==> src/rtl/fetch_unit_pkg.sv <==
// Shared definitions for the fetch stage and the dms decoder:
// FSM encoding, next-PC source codes and the immediate-marker bit.
package fetch_unit_pkg;

    typedef enum logic [1:0] {
        ST_IDLE      = 2'd0,
        ST_FETCH_IR  = 2'd1,
        ST_FETCH_IMM = 2'd2,
        ST_READY     = 2'd3
    } fetch_state_t;

    localparam logic [1:0] PC_SEQ = 2'd0;
    localparam logic [1:0] PC_BRC = 2'd1;
    localparam logic [1:0] PC_JMP = 2'd2;
    localparam logic [1:0] PC_RET = 2'd3;

    localparam int IMM_BIT_DEF = 15;

endpackage

==> src/rtl/fetch_pc_sel.sv <==
// Next-PC source mux: sequential, conditional branch,
// jump to immediate, or return address from dms.
import fetch_unit_pkg::*;

module fetch_pc_sel (
    input  logic [1:0]  i_pc_sel,
    input  logic        i_cmp_result,
    input  logic [15:0] i_imr,
    input  logic [15:0] i_ra_in,
    input  logic [15:0] i_ra_out,
    output logic [15:0] o_target
);

    logic [15:0] w_target;

    always_comb begin
        w_target = i_ra_in;
        unique case (i_pc_sel)
            PC_SEQ: w_target = i_ra_in;
            PC_BRC: w_target = i_cmp_result ? i_imr : i_ra_in;
            PC_JMP: w_target = i_imr;
            PC_RET: w_target = i_ra_out;
        endcase
    end

    assign o_target = w_target;

endmodule

==> src/rtl/fetch_unit.sv <==
// Instruction fetch stage: reads one- or two-word instructions
// and hands IR/ImR/RAIn to dms, then steers the PC on next.
import fetch_unit_pkg::*;

module fetch_unit #(
    parameter logic [15:0] RESET_PC = 16'h0000,
    parameter int          IMM_BIT  = IMM_BIT_DEF
) (
    input  logic        clk,
    input  logic        reset,
    output logic [15:0] mem_addr,
    output logic        mem_rd,
    input  logic [15:0] mem_data,
    input  logic        mem_ready,
    input  logic        next,
    input  logic [1:0]  pc_sel,
    input  logic        cmp_result,
    input  logic [15:0] RAOut,
    output logic [15:0] IR,
    output logic [15:0] ImR,
    output logic [15:0] RAIn,
    output logic [15:0] pc,
    output logic        instr_valid
);

    fetch_state_t r_state;
    logic [15:0]  r_pc;
    logic [15:0]  r_addr;
    logic         r_rd;
    logic [15:0]  r_ir;
    logic [15:0]  r_imr;
    logic [15:0]  r_ra;
    logic         r_valid;

    logic [15:0]  w_target;
    logic [15:0]  w_pc_inc1;
    logic [15:0]  w_pc_inc2;

    assign w_pc_inc1 = r_pc + 16'd1;
    assign w_pc_inc2 = r_pc + 16'd2;

    fetch_pc_sel u_pc_sel (
        .i_pc_sel     (pc_sel),
        .i_cmp_result (cmp_result),
        .i_imr        (r_imr),
        .i_ra_in      (r_ra),
        .i_ra_out     (RAOut),
        .o_target     (w_target)
    );

    always_ff @(posedge clk) begin
        if (reset) begin
            r_state <= ST_IDLE;
            r_pc    <= RESET_PC;
            r_addr  <= RESET_PC;
            r_rd    <= 1'b0;
            r_ir    <= 16'h0000;
            r_imr   <= 16'h0000;
            r_ra    <= 16'h0000;
            r_valid <= 1'b0;
        end else begin
            unique case (r_state)
                ST_IDLE: begin
                    r_state <= ST_FETCH_IR;
                    r_addr  <= r_pc;
                    r_rd    <= 1'b1;
                end
                ST_FETCH_IR: begin
                    if (mem_ready) begin
                        r_ir <= mem_data;
                        if (mem_data[IMM_BIT]) begin
                            r_state <= ST_FETCH_IMM;
                            r_addr  <= w_pc_inc1;
                        end else begin
                            r_state <= ST_READY;
                            r_ra    <= w_pc_inc1;
                            r_rd    <= 1'b0;
                            r_valid <= 1'b1;
                        end
                    end
                end
                ST_FETCH_IMM: begin
                    if (mem_ready) begin
                        r_imr   <= mem_data;
                        r_ra    <= w_pc_inc2;
                        r_rd    <= 1'b0;
                        r_valid <= 1'b1;
                        r_state <= ST_READY;
                    end
                end
                ST_READY: begin
                    // Sources are sampled only on this edge.
                    if (next) begin
                        r_pc    <= w_target;
                        r_addr  <= w_target;
                        r_valid <= 1'b0;
                        r_rd    <= 1'b1;
                        r_state <= ST_FETCH_IR;
                    end
                end
            endcase
        end
    end

    assign mem_addr    = r_addr;
    assign mem_rd      = r_rd;
    assign IR          = r_ir;
    assign ImR         = r_imr;
    assign RAIn        = r_ra;
    assign pc          = r_pc;
    assign instr_valid = r_valid;

endmodule
==> config.mk <==
export PLATFORM = sky130hd
export DESIGN_NAME = fetch_unit
export DESIGN_NICKNAME = d
export VERILOG_FILES = /design/src/rtl/fetch_unit_pkg.sv /design/src/rtl/fetch_pc_sel.sv /design/src/rtl/fetch_unit.sv
export SDC_FILE = /design/constraint.sdc
export NUM_CORES = 1
export LEC_CHECK = 0
export BUFFER_PORTS_ARGS = -buffer_cell sky130_fd_sc_hd__buf_2
export CAP_MARGIN = 20
export CELL_PAD_IN_SITES_DETAIL_PLACEMENT = 0
export CELL_PAD_IN_SITES_GLOBAL_PLACEMENT = 1
export CORE_MARGIN = 2
export CORE_UTILIZATION = 42
export DETAILED_ROUTE_END_ITERATION = 7
export PLACE_DENSITY_LB_ADDON = 0.1
export SYNTH_ARGS = -nofsm -noshare
export SYNTH_HDL_FRONTEND = slang
export SYNTH_HIERARCHICAL = 1
export SYNTH_SLANG_ARGS = --single-unit
export TNS_END_PERCENT = 20
==> constraint.sdc <==
create_clock -name clk -period 5.02 [get_ports clk]
set_input_delay 0 -clock clk [delete_from_list [all_inputs] [get_ports clk]]
set_output_delay 0 -clock clk [all_outputs]
set_load 0.05 [all_outputs]
==> results.ini, run 1 <==
[outcome]
status=finished, final reports clean

[floorplanning]
core_um2=10890
fp.dieW_um=110.0
rows=38
io_pins=121
die_h_um=110.0
die_area_um2=12090
start_util_pct=43.31

[clocking]
cts.sinks=84
clk_pin_slew_worst_paths_ns=0.09
htree_num_levels=3
clock_latency_ns=0.37
cts_root_buf=clkbuf_8
ctsResizeCount=0
cts_tree=done
cts_buffers=9
clockBufferDepth=2

[min_path]
hp-class=in2reg
hold_depth=5

[synth]
yosys.cell_types.count=59
ys_seq_area_share_pct=35.66
ys_warn_count=6
synth-edff-count=0
avgSynthCellArea_um2=8.244
async_flop_share_pct=0
synthAdderAreaFrac_pct=1.592
synth-main-ff-cell=dfxtp_1
synth_fp_nets=617
synthSimpleGateAreaFrac_pct=19.93
syn-instance-count=572
ys_ff_latch=84
synth-compound-area-share_pct=25.98
netlist_area_um2=4716
synth_top_family_by_area=compound AO/OA/AOI/OAI gates
synthMuxAreaShare_pct=6.209
synthXorXnorAreaFrac_pct=2.600

[global_routing]
grt-busiest-layer=met2
grt_use_total_pct=23.16
met3_usage_pct=3.497
grt_max_degree=85
grt_use_met2_pct=39.22
grt_antenna_before_repair=0
grt_pass1_wl_mm=21.58
grt_pass1_vias=4183
grtUsageMet1_pct=29.60
grt-ovfl-total=0

[sta]
min_period_ns=2.458
fmax_mhz=406.8
report.final.slew_viol_count=0
rsz0062_at_grt=no
timing.slew.headroom_pct=37.23
tightest_slew_ns=0.9385
period_share_pct=48.97
hold_viol=0
setup_viol=0
fin_tns_setup_ns=0
clock_skew_ns=0.01229

[placed_design]
hpwl_mm=9.874
gp_congestion=0.8936
place_inst=783
portBuffers=120

[job]
maxCapViolCount=0

[route]
viasPerCell=5.531
drc=0
drt_wl_total_mm=13.75
drt-pass1-iter-count=4
ant_nets=0
wl_per_cell_um=16.87
vias=4508
initialDrtViolationCount=231

[layout]
final_cell_count_no_fill=815
drive_above_1_share_pct=26.52
nFillCells=1100
area_growth_pct=18.23
multi_input_area_um2=2655
final_nets=716
diodes=0
regArea_um2=1682

[worst_setup_path]
slowest_delay_ns=0.79
cp_slowest_cell=a211oi_4
path_cells=ha_1, nor2b_1, a211oi_4, o211a_1, a211oi_1
reg2reg_depth=5
critPathCaptureType=register
crit_type=reg2reg
cp_max_fo=26
required_ns=5.23
cp-start-kind=register
cp.arrival_ns=2.67

[pwr]
p_per_area_nw_per_um2=500.9
peakVddDrop_v=0.0003486
leakage_uw=0.002168

[critical path, delay by kind of cell, from the launching register on]
kind	cells	cell delay [ns]
adder cells (fa/ha/maj)	1	0.51
flip-flops	1	0.35
AND/OR/NAND/NOR	1	0.32
AO/OA/AOI/OAI	3	1.12
[state kept, by name, summed over array words and instances (netlist names)]
name / cells
IR: 16
ImR: 16
RAIn: 16
mem_addr: 16
pc: 16
r_state: 2
instr_valid: 1
mem_rd: 1
[per-layer routing]
layer / share of wire (%) / vias up / wire length, um
met5: 0 / - / 0
met4: 1.8 / 0 / 254
met3: 4.9 / 22 / 679
met2: 49 / 112 / 6776
met1: 44 / 2143 / 6037
li1: - / 2231 / -
[stage by stage]
stage / hold WS (ns) / util (%) / worst slack, ns / instance area [um^2] / total power [uW]
after floorplan: 0.1360 / - / 2.771 / 4716 / 1947
after CTS: 0.1903 / 50.95 / 2.543 / 5548 / 2814
after detailed placement: 0.2569 / 47.30 / 2.558 / 5150 / 2215
after global placement: 0.2545 / 47.30 / 2.610 / 5150 / 2195
after global routing: 0.2135 / 51.21 / 2.287 / 5575 / 2964
final: 0.1972 / 51.21 / 2.562 / 5575 / 2793
[power by group]
part | leakage, uW | internal, uW | switching, uW
Clock | 0.000122 | 340 | 248
Sequential | 0.000685 | 803 | 106
Combinational | 0.00136 | 363 | 934
Total | 0.00217 | 1510 | 1290
[repair_timing]
item	4_1_cts	5_1_grt
endpoints found under the hold margin	32	0
setup buffers	0	0
hold buffers	16	0
[cell families after synthesis]
kind of cell | count (synthesis)
AND/OR/NAND/NOR | 209
AO/OA/AOI/OAI | 180
flip-flops | 84
buffers and inverters | 57
multiplexers | 22
XOR/XNOR | 14
adder cells (fa/ha/maj) | 6
[synth_stat cells (5+ instances only)]
library cell    n  share of area (%)
nor4_1         11                1.5
ha_1            6                1.6
a311oi_1        9                1.7
a211oi_1       21                3.3
clkbuf_1       22                1.8
mux2_2          6                1.4
nor3_1          8               0.85
buf_2           8               0.85
dfxtp_1        84                 36
o21ai_0        16                1.7
a21oi_1        66                7.0
clkbuf_8        7                2.0
mux2_4         13                4.1
buf_4           6               0.96
o21ai_1        12                1.3
nand2_1       122                9.7
a22oi_2        12                3.2
inv_1           5               0.40
nor2_1         40                3.2
a22oi_1        19                3.0
xnor2_1        12                2.2
[cells in the final DEF, fill, tap and decap left out, types with 3 or more instances in the layout]
master	instances
a211oi_1	21
a21o_1	3
a21oi_1	66
a22oi_1	19
a22oi_2	12
a311oi_1	9
and2_1	4
buf_2	120
bufinv_16	3
clkbuf_8	10
dfxtp_1	84
dlygate4sd3_1	16
ha_1	6
inv_1	5
mux2_2	6
mux2_4	13
mux2i_1	3
nand2_1	122
nand4_1	4
nor2_1	40
nor3_1	8
nor3b_1	3
nor4_1	11
o21a_1	4
o21ai_0	16
o21ai_1	12
o31a_1	4
xnor2_1	12
[layout make-up]
type                    count  area share, %
clock buffers              10          2.469
repair buffers            139          14.41
multi-input cells         431          47.62
flip-flops and latches     84          30.16
well taps                 140          3.142
clock inverters             5          1.795
inverters                   6         0.4039
[path summary, 6_finish.rpt]
kind / end / startpoint / slack, ns
worst max-delay path: mem_addr[15] / r_state[0] / 2.56
worst min-delay path: pc[4] / RAOut[4] / 0.20
worst max register to register: mem_addr[15] / r_state[0] / 2.56
worst min register to register: IR[15] / IR[15] / 0.45
(Power assumes the default switching activity.)
==> inputs of run 2 (changes only) <==
Settings changed: ABC_AREA set to 1, CORE_UTILIZATION 42 to 34.
Clock period 5.02 ns to 2 ns, I/O delays scaled along.
==> run 2 against run 1 <==
Compared with the run above: power grew to 3.1 times the previous value; flip-flop and latch count is the same; critical path depth grew 4; cell area grew 6.9%; sequential share of layout area shrank 1.9 points; area after synthesis grew 2.5%; combinational power grew to 3.5 times the previous value; die area grew 26%; non-clock buffer count grew 14; sequential power grew to 2.8 times the previous value; cell count grew 28%; setup slack lost 2.3 ns; critical path type unchanged; largest cell class unchanged.
==> results.ini, run 2 <==
[outcome]
status=finished, final reports clean

[placed_design]
gp_congestion=0.8788  ; -1.7%
hpwl_mm=12.74  ; +29%
portBuffers=120  ; unchanged

[worst_setup_path]
cpMostUsedCell=buf_4
critPathCaptureType=register
cp-start-kind=register
cp_max_fo=18  ; -31%
required_ns=2.24  ; -2.99 ns
cp.arrival_ns=2.00  ; -0.67 ns
path_cells=ha_1, buf_4, nand2_1, o21ai_1, nor2_2, buf_4, inv_2, a211oi_1, a21oi_1
cp_slowest_cell=dfxtp_1
slowest_delay_ns=0.34  ; -0.45 ns
crit_type=reg2reg

[sta]
period_share_pct=88.18  ; +39 points
hold_viol=0  ; unchanged
tightest_slew_ns=0.5287  ; -0.4097 ns
min_period_ns=1.764  ; -0.6947 ns
rsz0062_at_grt=no
fmax_mhz=567.0  ; +39%
clock_skew_ns=0.008255  ; -0.004030 ns
setup_viol=0  ; unchanged
report.final.slew_viol_count=0  ; unchanged
fin_tns_setup_ns=0  ; unchanged
timing.slew.headroom_pct=64.71  ; +27 points

[global_routing]
grt_pass1_vias=4912  ; +17%
grt_max_degree=39  ; -54%
grt_use_total_pct=22.63  ; -0.53 points
grt-ovfl-total=0  ; unchanged
grt_antenna_before_repair=0  ; unchanged
grt_pass1_wl_mm=25.99  ; +20%

[route]
drt_wl_total_mm=16.68  ; +21%
wl_per_cell_um=16.02  ; -5.0%
drt-pass1-iter-count=5  ; +1
vias=5266  ; +17%
viasPerCell=5.059  ; -8.5%
initialDrtViolationCount=374  ; +62%
ant_nets=0  ; unchanged
drc=0  ; unchanged

[floorplanning]
die_h_um=123.2  ; +12%
fp.dieW_um=123.2  ; +12%
die_area_um2=15190  ; +26%
core_um2=13880  ; +27%
rows=43  ; +13%
start_util_pct=34.82  ; -8.5 points
io_pins=121  ; unchanged

[layout]
nFillCells=1507  ; +37%
drive_above_1_share_pct=21.37  ; -5.1 points
area_growth_pct=23.32
multi_input_area_um2=2646  ; -0.33%
diodes=0  ; unchanged
fin_util_pct=42.94  ; -8.3 points
layout_common_cells=169 x nand2_1, 120 x buf_2, 105 x nor2_1, 84 x dfxtp_1, 79 x o21ai_0
regArea_um2=1682  ; unchanged
layout_commonest_cell=nand2_1
final_nets=901  ; +26%

[synth]
syn-instance-count=734  ; +28%
yosys.cell_types.count=34  ; -42%
synth_fp_nets=779  ; +26%
synth_most_common_cell=nand2_1
synth_area_leader_cell=dfxtp_1
avgSynthCellArea_um2=6.585  ; -20%
synth.area.top_cells=dfxtp_1 35%, nand2_1 13%, o21ai_0 8.2%
synth.top_cell.area_share_pct=34.79  ; -0.87 points
synth-edff-count=0  ; unchanged
ys_seq_area_share_pct=34.79  ; -0.87 points
synth_common_cells=169 x nand2_1, 105 x nor2_1, 84 x dfxtp_1, 79 x o21ai_0, 72 x nand3_1
synth-main-ff-cell=dfxtp_1
ys_ff_latch=84  ; unchanged
netlist_area_um2=4833  ; +2.5%
async_flop_share_pct=0  ; unchanged
ys_warn_count=6  ; unchanged

[clocking]
cts_buffers=9  ; unchanged
clk_pin_slew_worst_paths_ns=0.07  ; -0.02 ns
cts_root_buf=clkbuf_16
cts.sinks=84  ; unchanged
htree_num_levels=3  ; unchanged
clock_latency_ns=0.36  ; about the same
cts_setup_buffers=0  ; unchanged
clockBufferDepth=2  ; unchanged
cts_tree=done

[pwr]
leakage_uw=0.002811  ; +30%
p_per_area_nw_per_um2=1464  ; +190%
peakVddDrop_v=0.0007529  ; +120%

[job]
maxCapViolCount=0  ; unchanged

[min_path]
hp-class=in2reg

[run 2: cell types whose count changed after synthesis, sizes merged, moves of 23 or more]
cell,delta
a22oi,-23
nor2,+73
nand2,+50
nand3,+80
a21oi,-30
inv,+56
o21ai,+59
[run 2: cell type report]
class	instances	area share [%]
inverter	63	4.072
timing repair buffer	153	14.86
clock buffer	9	3.778
clock inverter	7	0.9026
tap	180	3.778
multi-input combinational	545	44.40
sequential	84	28.21
[run 2: kinds of logic after synthesis]
logic type	synth area share [%]
AND/OR/NAND/NOR	34.40
AO/OA/AOI/OAI	17.16
buffers and inverters	10.46
flip-flops	34.79
XOR/XNOR	1.631
adder cells (fa/ha/maj)	1.553
[run 2: report_power, final]
group	leakage [uW]	internal [uW]	switching [uW]
clock	0.000128	845	755
combinational	0.00200	1160	3390
sequential	0.000687	2160	419
[run 2: metal layers]
layer	part of all wire (%)	track usage, %
met1	47	31.03
met2	45	35.20
met3	4.6	3.183
met4	3.2	10.23
met5	0	0
[run 2: worst paths after layout]
check	slack [ns]	cells after the start	to	from
worst max register to register	0.24	9	mem_addr[9]	r_state[1]
worst min-delay path	0.009	3	ImR[15]	mem_data[15]
worst max-delay path	0.24	9	mem_addr[9]	r_state[1]
worst min register to register	0.47	2	instr_valid	instr_valid
[run 2: per-stage QoR]
step | instance area, um^2 | hold WS, ns | power, uW | cells | setup slack (ns)
6_report | 5961 | 0.009195 | 8724 | 1041 | 0.2363
5_1_grt | 5961 | 0.04117 | 9338 | 1041 | 0.05752
4_1_cts | 5959 | 0.01422 | 8799 | 1041 | 0.2335
3_5_place_dp | 5530 | 0.2689 | 7148 | 1010 | 0.2406
3_3_place_gp | 5530 | 0.2650 | 7100 | 1010 | 0.2813
2_1_floorplan | 4833 | 0.1482 | 5956 | 734 | 0.08595
[run 2: worst max-delay path: cells and delay by family (launching register included)]
family                     cells  cell delay [ns]
and+or+nand+nor                2             0.25
DFF                            1             0.34
buffers and inverters          3             0.44
adders and majority gates      1             0.21
AOI/OAI and AO/OA              3             0.40
[run 2: repair_timing]
action                                 CTS  global route
setup endpoints to repair                0             1
resized for setup                        0             1
endpoints found under the hold margin   30             0
hold buffers                            15             0
==> inputs of run 3 (changes only) <==
Settings changed: RECOVER_POWER set to 25.
==> run 3 against run 2 <==
Compared with the run above: clock power is essentially flat; maximum frequency hardly changed; sequential share of layout area increased by 0.24 points; critical path depth stayed put; non-clock buffer count unchanged; register-to-register slack about the same; cell area fell by 0.86%; flip-flop and latch count is the same; wire length grew 0.10%; clock skew is essentially flat; sequential power about the same.
==> results.ini, run 3 (synthesis gave the netlist of run 2 again) <==
[sta]
timing.slew.headroom_pct=56.75  ; -8.0 points
clock_skew_ns=0.008724  ; +0.0004687 ns
rsz0062_at_grt=no
fmax_mhz=566.8  ; about the same
report.final.slew_viol_count=0  ; unchanged
min_period_ns=1.764  ; +0.0006680 ns
fin_tns_setup_ns=0  ; unchanged
period_share_pct=88.22  ; about the same
setup_viol=0  ; unchanged
tightest_slew_ns=0.6515  ; +0.1228 ns
hold_viol=0  ; unchanged

[floorplanning]
io_pins=121  ; unchanged
rows=43  ; unchanged
die_area_um2=15190  ; unchanged
die_h_um=123.2  ; unchanged
start_util_pct=34.82  ; unchanged
fp.dieW_um=123.2  ; unchanged
core_um2=13880  ; unchanged

[pwr]
leakage_uw=0.002646  ; -5.9%
peakVddDrop_v=0.0007534  ; about the same
p_per_area_nw_per_um2=1464  ; about the same

[worst_setup_path]
critPathCaptureType=register
cp_max_fo=18  ; unchanged
crit_type=reg2reg
cp-start-kind=register
required_ns=2.24  ; about the same
cp.arrival_ns=2.01  ; about the same
reg2reg_depth=9  ; unchanged

[route]
wl_per_cell_um=16.04  ; +0.10%
drt-pass1-iter-count=5  ; unchanged
drt_wl_total_mm=16.69  ; +0.10%
ant_nets=0  ; unchanged
viasPerCell=5.040  ; -0.36%
vias=5247  ; -0.36%
initialDrtViolationCount=407  ; +8.8%
drc=0  ; unchanged

[clocking]
cts_tree=done
clockBufferDepth=2  ; unchanged
cts_root_buf=clkbuf_16
cts.sinks=84  ; unchanged
cts_setup_buffers=0  ; unchanged
clk_pin_slew_worst_paths_ns=0.07  ; about the same
cts_buffers=9  ; unchanged
htree_num_levels=3  ; unchanged
clock_latency_ns=0.36  ; about the same

[min_path]
hp-class=in2reg
hold_depth=3  ; unchanged

[layout]
stdcell_area_um2=5909  ; -0.86%
area_growth_pct=22.26
drive_above_1_share_pct=16.61  ; -4.8 points
diodes=0  ; unchanged
nFillCells=1536  ; +1.9%
final_nets=901  ; unchanged
layout_commonest_cell=nand2_1
layout_common_cells=169 x nand2_1, 105 x nor2_1, 84 x dfxtp_1, 79 x o21ai_0, 79 x buf_2

[placed_design]
gp_congestion=0.8788  ; unchanged
portBuffers=120  ; unchanged
hpwl_mm=12.74  ; unchanged
placed_cell_area_um2=5530  ; unchanged

[outcome]
status=finished, final reports clean

[global_routing]
grt_antenna_before_repair=0  ; unchanged
grt_pass1_vias=4912  ; unchanged
grt_max_degree=39  ; unchanged
grt_pass1_wl_mm=25.99  ; unchanged
grt_use_total_pct=22.63  ; unchanged
grt-ovfl-total=0  ; unchanged

[job]
maxCapViolCount=0  ; unchanged

==> run 3: final cells by class <==
class	count	area, um^2	area share, %
clock inverters	7	53.80	0.9104
flip-flops and latches	84	1682	28.46
clock buffers	9	225.2	3.811
multi-input cells	545	2646	44.78
inverters	63	242.7	4.108
well taps	180	225.2	3.811
repair buffers	153	834.6	14.12
==> run 3: worst paths after layout <==
path | end | startpoint | slack [ns]
max | mem_addr[9] | r_state[1] | 0.24
min | ImR[15] | mem_data[15] | 0.009
max reg2reg | mem_addr[9] | r_state[1] | 0.24
min reg2reg | instr_valid | instr_valid | 0.48
==> run 3: worst max-delay path, cell delays in order, from the launching register on <==
cell and delay, ns:
dfxtp_1 0.34, ha_1 0.21, buf_4 0.21, nand2_1 0.13, o21ai_1 0.09, nor2_2 0.12, buf_4 0.18, inv_2 0.06
a211oi_1 0.21, a21oi_1 0.10
==> run 3: metal layers <==
metal,share of wire (%),track usage (%),vias up
met1,47,31.03,2414
met4,3.2,10.23,0
met2,45,35.20,146
li1,-,-,2659
met3,4.4,3.183,28
met5,0,0,-
==> run 3: what timing repair did <==
action	CTS	global route
endpoints found under the setup margin	0	1
resized for setup	0	1
hold buffers	15	0
endpoints found under the hold margin	30	0
==> run 3: stage by stage <==
| step | std cells | total power [uW] | utilization, % | worst slack, ns | hold WS (ns) |
|---|---|---|---|---|---|
| after floorplan | 734 | 5956 | - | 0.08595 | 0.1482 |
| after global placement | 1010 | 7100 | 39.84 | 0.2813 | 0.2650 |
| after detailed placement | 1010 | 7148 | 39.84 | 0.2406 | 0.2689 |
| after CTS | 1041 | 8799 | 42.93 | 0.2335 | 0.01422 |
| after global routing | 1041 | 9269 | 42.57 | 0.05752 | 0.04117 |
| final | 1041 | 8654 | 42.57 | 0.2357 | 0.009156 |
==> run 3: where the power goes <==
part,switching [uW],total (uW),internal (uW)
Clock,755,1600,845
Sequential,425,2580,2160
Combinational,3390,4470,1080
